==> src/rtl/datamem_bytelane.sv <==
`default_nettype none
// ============================================================================
// Module   : datamem_bytelane
// Purpose  : Byte-addressable little-endian data memory for an RV32I core.
//            Handles B/H/W/BU/HU loads and B/H/W stores via per-byte lane
//            enables. Each accepted request produces exactly one response
//            strobe READ_LATENCY cycles later. Illegal accesses (bad funct3,
//            unsigned store, misaligned H/W) answer with err=1 and change
//            nothing.
// Revision : 1.0 - initial release
// ----------------------------------------------------------------------------
// Parameters
//   DEPTH        storage size in bytes (power of 2, >= 4)
//   READ_LATENCY cycles from accept to response (1..4)
// Ports
//   clk          clock; all state changes on its rising edge
//   reset        synchronous active-high reset (memory contents survive it)
//   req_valid    request present
//   req_ready    request can be accepted this cycle (idle and not in reset)
//   memwrite     1 = store, 0 = load
//   funct3       access type: 000 B, 001 H, 010 W, 100 BU, 101 HU
//   address      byte address; bits above log2(DEPTH) are ignored (wrap)
//   writedata    store data, low bytes used
//   resp_valid   one-cycle response strobe
//   readdata     load result, zero unless resp_valid
//   err          illegal access flag, zero unless resp_valid
// ============================================================================
module datamem_bytelane #(
  parameter int DEPTH        = 64,
  parameter int READ_LATENCY = 1
) (
  input  logic        clk,
  input  logic        reset,
  input  logic        req_valid,
  output logic        req_ready,
  input  logic        memwrite,
  input  logic [2:0]  funct3,
  input  logic [31:0] address,
  input  logic [31:0] writedata,
  output logic        resp_valid,
  output logic [31:0] readdata,
  output logic        err
);

  localparam int AW = $clog2(DEPTH);
  // WAIT lasts READ_LATENCY-1 cycles; the counter runs from this value to 0.
  localparam logic [1:0] WAIT_INIT = (READ_LATENCY >= 2) ? 2'(READ_LATENCY - 2) : 2'd0;

  typedef enum logic [1:0] {
    IDLE = 2'd0,
    WAIT = 2'd1,
    RESP = 2'd2
  } state_t;

  state_t      state;
  state_t      state_next;
  logic [1:0]  wait_cnt;

  logic [7:0]  mem [DEPTH];

  logic          accept;
  logic          illegal;
  logic [1:0]    offset;
  logic [AW-1:0] base;
  logic [31:0]   word;
  logic [31:0]   shifted;
  logic [31:0]   load_val;
  logic [31:0]   lane_data;
  logic [3:0]    lane_en;
  logic [31:0]   data_q;
  logic          err_q;
  logic          unused_addr;

  assign unused_addr = ^address[31:AW];

  assign req_ready = (state == IDLE) && !reset;
  assign accept    = req_valid && req_ready;

  // Every access lives inside one aligned word, so lane indices are formed
  // from the word base and never carry past the end of storage.
  assign offset = address[1:0];
  assign base   = address[AW-1:0] & ~AW'(3);

  always_comb begin
    illegal = 1'b0;
    if (funct3 == 3'b011 || funct3 == 3'b110 || funct3 == 3'b111)
      illegal = 1'b1;
    if (memwrite && funct3[2])
      illegal = 1'b1;
    if (funct3[1:0] == 2'b01 && address[0])
      illegal = 1'b1;
    if (funct3 == 3'b010 && address[1:0] != 2'b00)
      illegal = 1'b1;
  end

  for (genvar i = 0; i < 4; i++) begin : g_lane
    assign word[8*i +: 8] = mem[base | AW'(i)];
  end

  assign shifted = word >> {offset, 3'b000};

  always_comb begin
    load_val = '0;
    case (funct3)
      3'b000:  load_val = {{24{shifted[7]}},  shifted[7:0]};
      3'b001:  load_val = {{16{shifted[15]}}, shifted[15:0]};
      3'b010:  load_val = shifted;
      3'b100:  load_val = {24'd0, shifted[7:0]};
      3'b101:  load_val = {16'd0, shifted[15:0]};
      default: load_val = '0;
    endcase
  end

  // Store data is moved onto its byte lanes; lane_en picks which lanes land.
  assign lane_data = writedata << {offset, 3'b000};

  always_comb begin
    lane_en = 4'b0000;
    case (funct3[1:0])
      2'b00:   lane_en = 4'b0001 << offset;
      2'b01:   lane_en = 4'b0011 << offset;
      2'b10:   lane_en = 4'b1111;
      default: lane_en = 4'b0000;
    endcase
  end

  // Storage has no reset: contents persist across reset assertion.
  always_ff @(posedge clk) begin
    if (accept && memwrite && !illegal) begin
      for (int i = 0; i < 4; i++) begin
        if (lane_en[i])
          mem[base | AW'(i)] <= lane_data[8*i +: 8];
      end
    end
  end

  always_ff @(posedge clk) begin
    if (reset) begin
      state    <= IDLE;
      wait_cnt <= 2'd0;
      data_q   <= '0;
      err_q    <= 1'b0;
    end else begin
      state <= state_next;
      if (accept) begin
        wait_cnt <= WAIT_INIT;
        // Load bytes are sampled now; a store in flight cannot disturb them.
        data_q   <= (illegal || memwrite) ? 32'd0 : load_val;
        err_q    <= illegal;
      end else if (state == WAIT && wait_cnt != 2'd0) begin
        wait_cnt <= wait_cnt - 2'd1;
      end
    end
  end

  always_comb begin
    state_next = state;
    case (state)
      IDLE:    if (accept) state_next = (READ_LATENCY == 1) ? RESP : WAIT;
      WAIT:    if (wait_cnt == 2'd0) state_next = RESP;
      RESP:    state_next = IDLE;
      default: state_next = IDLE;
    endcase
  end

  assign resp_valid = (state == RESP);
  assign readdata   = (state == RESP) ? data_q : 32'd0;
  assign err        = (state == RESP) ? err_q  : 1'b0;

endmodule
`default_nettype wire

==> config.mk <==
export PLATFORM = sky130hd
export DESIGN_NAME = datamem_bytelane
export DESIGN_NICKNAME = d
export VERILOG_FILES = /design/src/rtl/datamem_bytelane.sv
export SDC_FILE = /design/constraint.sdc
export NUM_CORES = 1
export LEC_CHECK = 0
export BUFFER_PORTS_ARGS = -buffer_cell sky130_fd_sc_hd__buf_2
export CAP_MARGIN = 20
export CORE_MARGIN = 8
export CORE_UTILIZATION = 45
export CTS_BUF_LIST = sky130_fd_sc_hd__clkbuf_8
export CTS_CLUSTER_SIZE = 40
export DETAILED_ROUTE_END_ITERATION = 10
export GPL_TIMING_DRIVEN = 0
export PLACE_DENSITY_LB_ADDON = 0.25
export SYNTH_ARGS = -nofsm -noshare
export SYNTH_HDL_FRONTEND = slang
export SYNTH_SLANG_ARGS = --single-unit
export TNS_END_PERCENT = 30
==> constraint.sdc <==
create_clock -name clk -period 6.3 [get_ports clk]
set_clock_uncertainty 0.2 [all_clocks]
set_input_delay 0.63 -clock clk [delete_from_list [all_inputs] [get_ports clk]]
set_output_delay 0.63 -clock clk [all_outputs]
set_load 0.005 [all_outputs]
==> flow_summary_export.csv, run 1 <==
group,metric,value,unit
layout,layout.nets,1473,
timing,tns,0,ps
yosys,ys_warn_count,0,
yosys,synth_nets,1283,
run,cap_violations,0,
yosys,yosysTopAreaCell,"edfxtp_1",
yosys,synth_edf_count,512,
grt,grt_max_degree,17,
outcome,outcome,"complete, no violations",
yosys,synth.area.top_cells,"edfxtp_1 (70%), mux4_2 (12%), mux2i_1 (3.3%), dfxtp_1 (3.1%), nor2_1 (1.6%)",
hold_path,min_path_type,"input pin to register",
routing,first_pass_iters,5,
layout,fill_cells,3957,
routing,drt_iter0_drc,1328,
yosys,synth_ff_type,"edfxtp_1",
setup_path,end_kind,"register",
grt,gr-total-overflow,0,
timing,post-route-period-util,0.692,
grt,grt-busiest-layer,"met2",
grt,grt_pass1_wl,82.0,mm
timing,maxSlewHeadroom,0.208,
routing,route.detailed.drc,0,
yosys,yosysMostFrequentCell,"edfxtp_1",
placement,place_congestion,0.904,
timing,rsz0062_at_grt,"no",
timing,finalHoldViolations,0,
layout,synthToLayoutAreaGrowth,13.7,%
timing,finalCriticalPeriod,4360,ps
grt,gr-usage-met3,0.0378,
routing,vias,12300,
placement,dpl.hpwl,39.6,mm
yosys,synth-async-reset-ratio,0,
yosys,synthTopCellsByCount,"edfxtp_1 (512), mux4_2 (117), nor2_1 (93)",
pwr,power_density,293,nW/µm²
grt,antenna_found_initial,1,
yosys,syn_avg_cell_area,18.2,µm²
setup_path,timing_worst_setup_path_type,"input pin to register",
pwr,p_total,0.00732,W
yosys,netlist_area,22000,µm²
setup_path,cp_slowest_cell,"nor2_1",
cts,h-tree-depth,3,
grt,grt_pass1_vias,12400,
timing,tightestPinTransition,1180,ps
cts,cts_num_sinks,546,
setup_path,path_buf_inv,5,
cts,cts.repair.resized,0,
setup_path,start_kind,"input pin",
layout,layout-drive-gt1-share,0.254,
routing,ant_nets,0,
yosys,yosysSeqAreaShare,0.730,
routing,route.detailed.wl_per_inst,26.9,µm
floorplan,die_y,237,µm
yosys,synth.distinct_cells,45,
timing,fmax,229,MHz
setup_path,arrival,4430,ps
pwr,vdd_drop_max,0.182,mV
layout,antenna_cells,0,
cts,clockRootBuffer,"clkbuf_8",
cts,cts_tree,"built",
cts,clkSlewWorstSetupHoldPaths,60,ps
cts,clock_latency,670,ps
setup_path,slowest_delay,820,ps
cts,cts_made_buffers,88,
timing,setup-violations-final,0,
layout,postLayoutCellArea,25000,µm²
floorplan,core-area,48600,µm²
pwr,p_leak,8.55,nW
grt,track_usage,0.199,
timing,finalMaxSlewViolations,0,
floorplan,num_rows,81,
floorplan,die_w,237,µm
setup_path,reg2reg_slack,2340,ps
grt,use_met1,0.280,
yosys,synth_top_area_share,0.699,
floorplan,start_util,0.452,
setup_path,crit_required,6370,ps
setup_path,crit_fanout,10,
yosys,synth-seq-cells,546,
setup_path,path_cells,"buf_2 -> buf_1 -> buf_2 -> clkbuf_1 -> clkbuf_1 -> nor2b_1 -> nand3_1 -> nor2_1",
yosys,synthCells,1212,
routing,viasPerCell,5.87,
cts,clockBufferDepth,3,
placement,portBuffers,77,
placement,placed_area,23300,µm²
grt,grtUsageMet2,0.312,
setup_path,crit_family,"buffers and inverters",
routing,wl,56.3,mm
floorplan,die_area,56200,µm²
floorplan,io_pins,106,
timing,whs,148,ps
## tightest hold or removal path, delay by kind of cell
family                 cells  cell delay [ps]
buffers and inverters      2              200
and+or+nand+nor            1              140
## flip-flops by register name, indices dropped and copies added (netlist names)
signal / cells
mem: 512
data_q: 32
err_q: 1
state: 1
## where the power goes
| group | internal (W) | total, W | switching [W] | leakage (nW) |
|---|---|---|---|---|
| sequential | 0.00399 | 0.00399 | 0.00000377 | 5.05 |
| combinational | 0.000163 | 0.000472 | 0.000309 | 2.58 |
| clock | 0.00147 | 0.00286 | 0.00139 | 0.920 |
| total | 0.00562 | 0.00732 | 0.00170 | 8.55 |
## metal layers
| metal | share of wire | up-vias |
|---|---|---|
| li1 | - | 5284 |
| met1 | 0.42 | 6289 |
| met2 | 0.47 | 600 |
| met3 | 0.087 | 94 |
| met4 | 0.023 | 0 |
| met5 | 0 | - |
## cell usage in the layout, fill, tap and decap left out, types with 3 or more instances in the layout
| cell type | count |
|---|---|
| a211oi_1 | 8 |
| a21oi_1 | 23 |
| a221o_1 | 23 |
| a221oi_1 | 8 |
| a22oi_1 | 24 |
| and2_1 | 43 |
| buf_1 | 12 |
| buf_2 | 100 |
| buf_4 | 15 |
| buf_6 | 9 |
| bufinv_16 | 3 |
| clkbuf_1 | 40 |
| clkbuf_8 | 91 |
| clkinv_1 | 19 |
| clkinv_2 | 17 |
| clkinvlp_4 | 3 |
| dfxtp_1 | 34 |
| edfxtp_1 | 512 |
| inv_1 | 24 |
| mux2_2 | 7 |
| mux2i_1 | 73 |
| mux4_2 | 117 |
| nand2_1 | 52 |
| nand2b_1 | 3 |
| nand3_1 | 21 |
| nand4_1 | 3 |
| nor2_1 | 93 |
| nor2b_1 | 17 |
| nor3_1 | 7 |
| o211ai_1 | 8 |
| o21a_1 | 7 |
| o21ai_0 | 7 |
| o21ai_1 | 17 |
| or3_1 | 3 |
## timing repair
action | in CTS | in global routing
hold endpoints to repair | 1 | 0
setup endpoints to repair | 0 | 0
buffers inserted | 0 | 0
hold buffers | 1 | 0
## kinds of logic (layout without fill, tap and decap cells)
kind of cell | after synthesis | in the layout | synth area share
buffers and inverters | 82 | 339 | 0.0156
muxes | 197 | 197 | 0.157
and+or+nand+nor | 249 | 249 | 0.0530
DFF | 546 | 546 | 0.730
AOI/OAI and AO/OA | 138 | 138 | 0.0453
## cell type report
| cell class | instances | area (µm²) | share of cell area |
|---|---|---|---|
| flip-flops and latches | 546 | 16100 | 0.642 |
| multi-input cells | 584 | 5620 | 0.225 |
| clock buffers | 91 | 1250 | 0.0501 |
| well taps | 622 | 778 | 0.0311 |
| repair buffers | 100 | 594 | 0.0238 |
| clock inverters | 66 | 377 | 0.0151 |
| plain buffers | 77 | 325 | 0.0130 |
| inverters | 5 | 18.8 | 0.000750 |
## through the flow
| stage | instances | util | setup slack [ps] |
|---|---|---|---|
| 2_1_floorplan | 1212 | - | 3040 |
| 3_3_place_gp | 1911 | 0.476 | 1280 |
| 3_5_place_dp | 1924 | 0.479 | 1250 |
| 4_1_cts | 2082 | 0.513 | 1960 |
| 5_1_grt | 2091 | 0.514 | 1690 |
| 6_report | 2091 | 0.514 | 1940 |
## final timing paths
check | startpoint | endpoint | depth (start not counted)
setup reg to reg | state[1]$_SDFFE_PP0P_ | mem[3][2]$_DFFE_PP_ | 8
hold / removal | req_valid | state[1]$_SDFFE_PP0P_ | 3
setup / recovery | address[4] | mem[7][14]$_DFFE_PP_ | 8
hold reg to reg | data_q[7]$_SDFFE_PP0P_ | data_q[7]$_SDFFE_PP0P_ | 2
(Power assumes the default switching activity.)
==> run 2, diff against run 1 <==
clock period = 4.1 ns   (was 6.3 ns; I/O delays follow)
==> run 2 against run 1 <==
Net effect:
- register-to-register slack lost 2300 ps
- die area is the same
- core utilization grew 0.17 points
- cell area grew 0.33%
- cell count grew 0.14%
- clock-buffer cell count is the same
- sequential cell count is the same
- routed wire length is essentially flat
- critical path depth grew 2
- critical path type unchanged
- largest cell class unchanged
- highest routed layer unchanged
==> flow_summary_export.csv, run 2 (same netlist as run 1, synthesis figures left out) <==
group,metric,value,unit
grt,grt_pass1_wl,82.1,mm
pwr,swShare,0.232,
timing,finalHoldViolations,0,
setup_path,crit_required,4170,ps
layout,synthToLayoutAreaGrowth,14.1,%
timing,finalMaxSlewViolations,0,
layout,postLayoutCellArea,25100,µm²
floorplan,die_w,237,µm
setup_path,timing_worst_setup_path_type,"input pin to register",
layout,reg.largest.list,"mem: 512 flops, data_q: 32 flops",
floorplan,start_util,0.452,
layout,antenna_cells,0,
placement,placed_area,23300,µm²
grt,gr-total-overflow,0,
routing,viasPerCell,5.83,
routing,dr_wl_met2,26.2,mm
placement,place_congestion,0.904,
routing,met1_length,24.0,mm
setup_path,arrival,4150,ps
routing,first_pass_iters,6,
layout,largest_reg_flops,512,
routing,top_layer,"met4",
cts,h-tree-depth,3,
setup_path,end_kind,"register",
cts,cts_made_buffers,88,
pwr,power_density,448,nW/µm²
hold_path,min_path_type,"input pin to register",
floorplan,io_pins,106,
timing,finalWorstSetupSlack,20.2,ps
timing,setup-violations-final,0,
placement,dpl.hpwl,39.6,mm
setup_path,cp_slowest_cell,"a2111oi_1",
timing,fmax,245,MHz
cts,cts_tree,"built",
layout,layout.nets,1476,
pwr,comb_power_share,0.065,
cts,clock_latency,660,ps
timing,rsz0062_at_grt,"yes",
layout,layout.cells.non_filler,2094,
placement,portBuffers,77,
setup_path,cp_common_cell,"inv_1",
pwr,vdd_drop_max,0.279,mV
layout,fill_cells,3952,
setup_path,crit_fanout,10,
routing,ant_nets,0,
grt,grt_max_degree,17,
placement,place_ws,-730,ps
floorplan,die_area,56200,µm²
run,cap_violations,0,
outcome,outcome,"complete, no violations",
setup_path,crit_family,"compound AO/OA/AOI/OAI gates",
routing,met3WireLength,4.82,mm
routing,wl,56.3,mm
pwr,switching_power,0.00261,W
cts,clkSlewWorstSetupHoldPaths,60,ps
setup_path,path_cells,"dlygate4sd3_1 -> buf_2 -> inv_1 -> nand3_1 -> inv_1 -> nand2_1 -> a2111oi_1 -> o21ai_1 -> clkbuf_1 -> nor2_1",
floorplan,core-area,48600,µm²
timing,tns,0,ps
routing,vias,12200,
timing,tightestPinTransition,1180,ps
cts,cts_num_sinks,546,
pwr,p_seq_frac,0.545,
grt,grt_pass1_vias,12400,
timing,maxSlewHeadroom,0.211,
pwr,p_int,0.00864,W
grt,track_usage,0.199,
setup_path,slowest_delay,940,ps
pwr,pwr-share-clk,0.390,
pwr,p_leak,8.56,nW
pwr,p_total,0.0113,W
floorplan,die_y,237,µm
setup_path,reg2reg_slack,60,ps
floorplan,num_rows,81,
layout,layout-drive-gt1-share,0.266,
timing,finalCriticalPeriod,4080,ps
setup_path,start_kind,"input pin",
layout,final_cell_mix,"edfxtp_1 (512), mux4_2 (117), buf_2 (100), clkbuf_8 (91), nor2_1 (74)",
layout,top_register,"mem",
grt,antenna_found_initial,1,
routing,route.detailed.drc,0,
cts,clockRootBuffer,"clkbuf_8",
timing,post-route-period-util,0.995,
layout,layout.cells.most_common,"edfxtp_1",
setup_path,path_buf_inv,5,
cts,clockBufferDepth,3,
placement,dp_cells,1924,
routing,route.detailed.wl_per_inst,26.9,µm
routing,drt_iter0_drc,1354,
-- run 2: repair_timing --
| item | in CTS | in global routing |
|---|---|---|
| hold buffers | 4 | 0 |
| buffers inserted | 0 | 0 |
| endpoints found under the hold margin | 3 | 0 |
| resized for setup | 1 | 19 |
| setup endpoints to repair | 8 | 174 |
-- run 2: path summary, 6_finish.rpt --
kind,end,start,cells after the start
worst min register to register,data_q[15]$_SDFFE_PP0P_,data_q[15]$_SDFFE_PP0P_,2
worst min-delay path,mem[7][25]$_DFFE_PP_,writedata[17],3
worst max-delay path,mem[3][2]$_DFFE_PP_,reset,10
worst max register to register,mem[3][2]$_DFFE_PP_,state[1]$_SDFFE_PP0P_,8
-- run 2: per-stage QoR --
stage | utilization | hold WS [ps]
4_1_cts | 0.513 | 71.9
5_1_grt | 0.516 | 63.6
3_3_place_gp | 0.476 | 245
2_1_floorplan | - | 226
6_report | 0.516 | 117
3_5_place_dp | 0.479 | 247
-- run 2: layout make-up --
class                   instances  area, µm²  share of cell area
plain buffers                  77        325              0.0130
clock buffers                  91       1250              0.0499
clock inverters                66        377              0.0150
inverters                       5       18.8            0.000748
multi-input cells             584       5670               0.226
flip-flops and latches        546      16100               0.640
well taps                     622        778              0.0310
repair buffers                103        624              0.0249
-- run 2: metal layers --
layer  GRT usage  vias up
li1            -     5295
met4      0.0640        0
met3      0.0378       85
met2       0.312      569
met1       0.280     6255
met5           0        -
-- run 2: tightest hold or removal path: stages --
cell and delay (ps):
buf_2 70, mux2i_1 80, a21oi_1 250
-- run 2: power by group through the flow --
stage	sequential, W	clock [W]	combinational, W
6_report	0.00614	0.00439	0.000728
5_1_grt	0.00613	0.00471	0.000769
4_1_cts	0.00614	0.00448	0.000711
3_5_place_dp	0.00626	0	0.000707
3_3_place_gp	0.00626	0	0.000671
2_1_floorplan	0.00625	0	0.000407
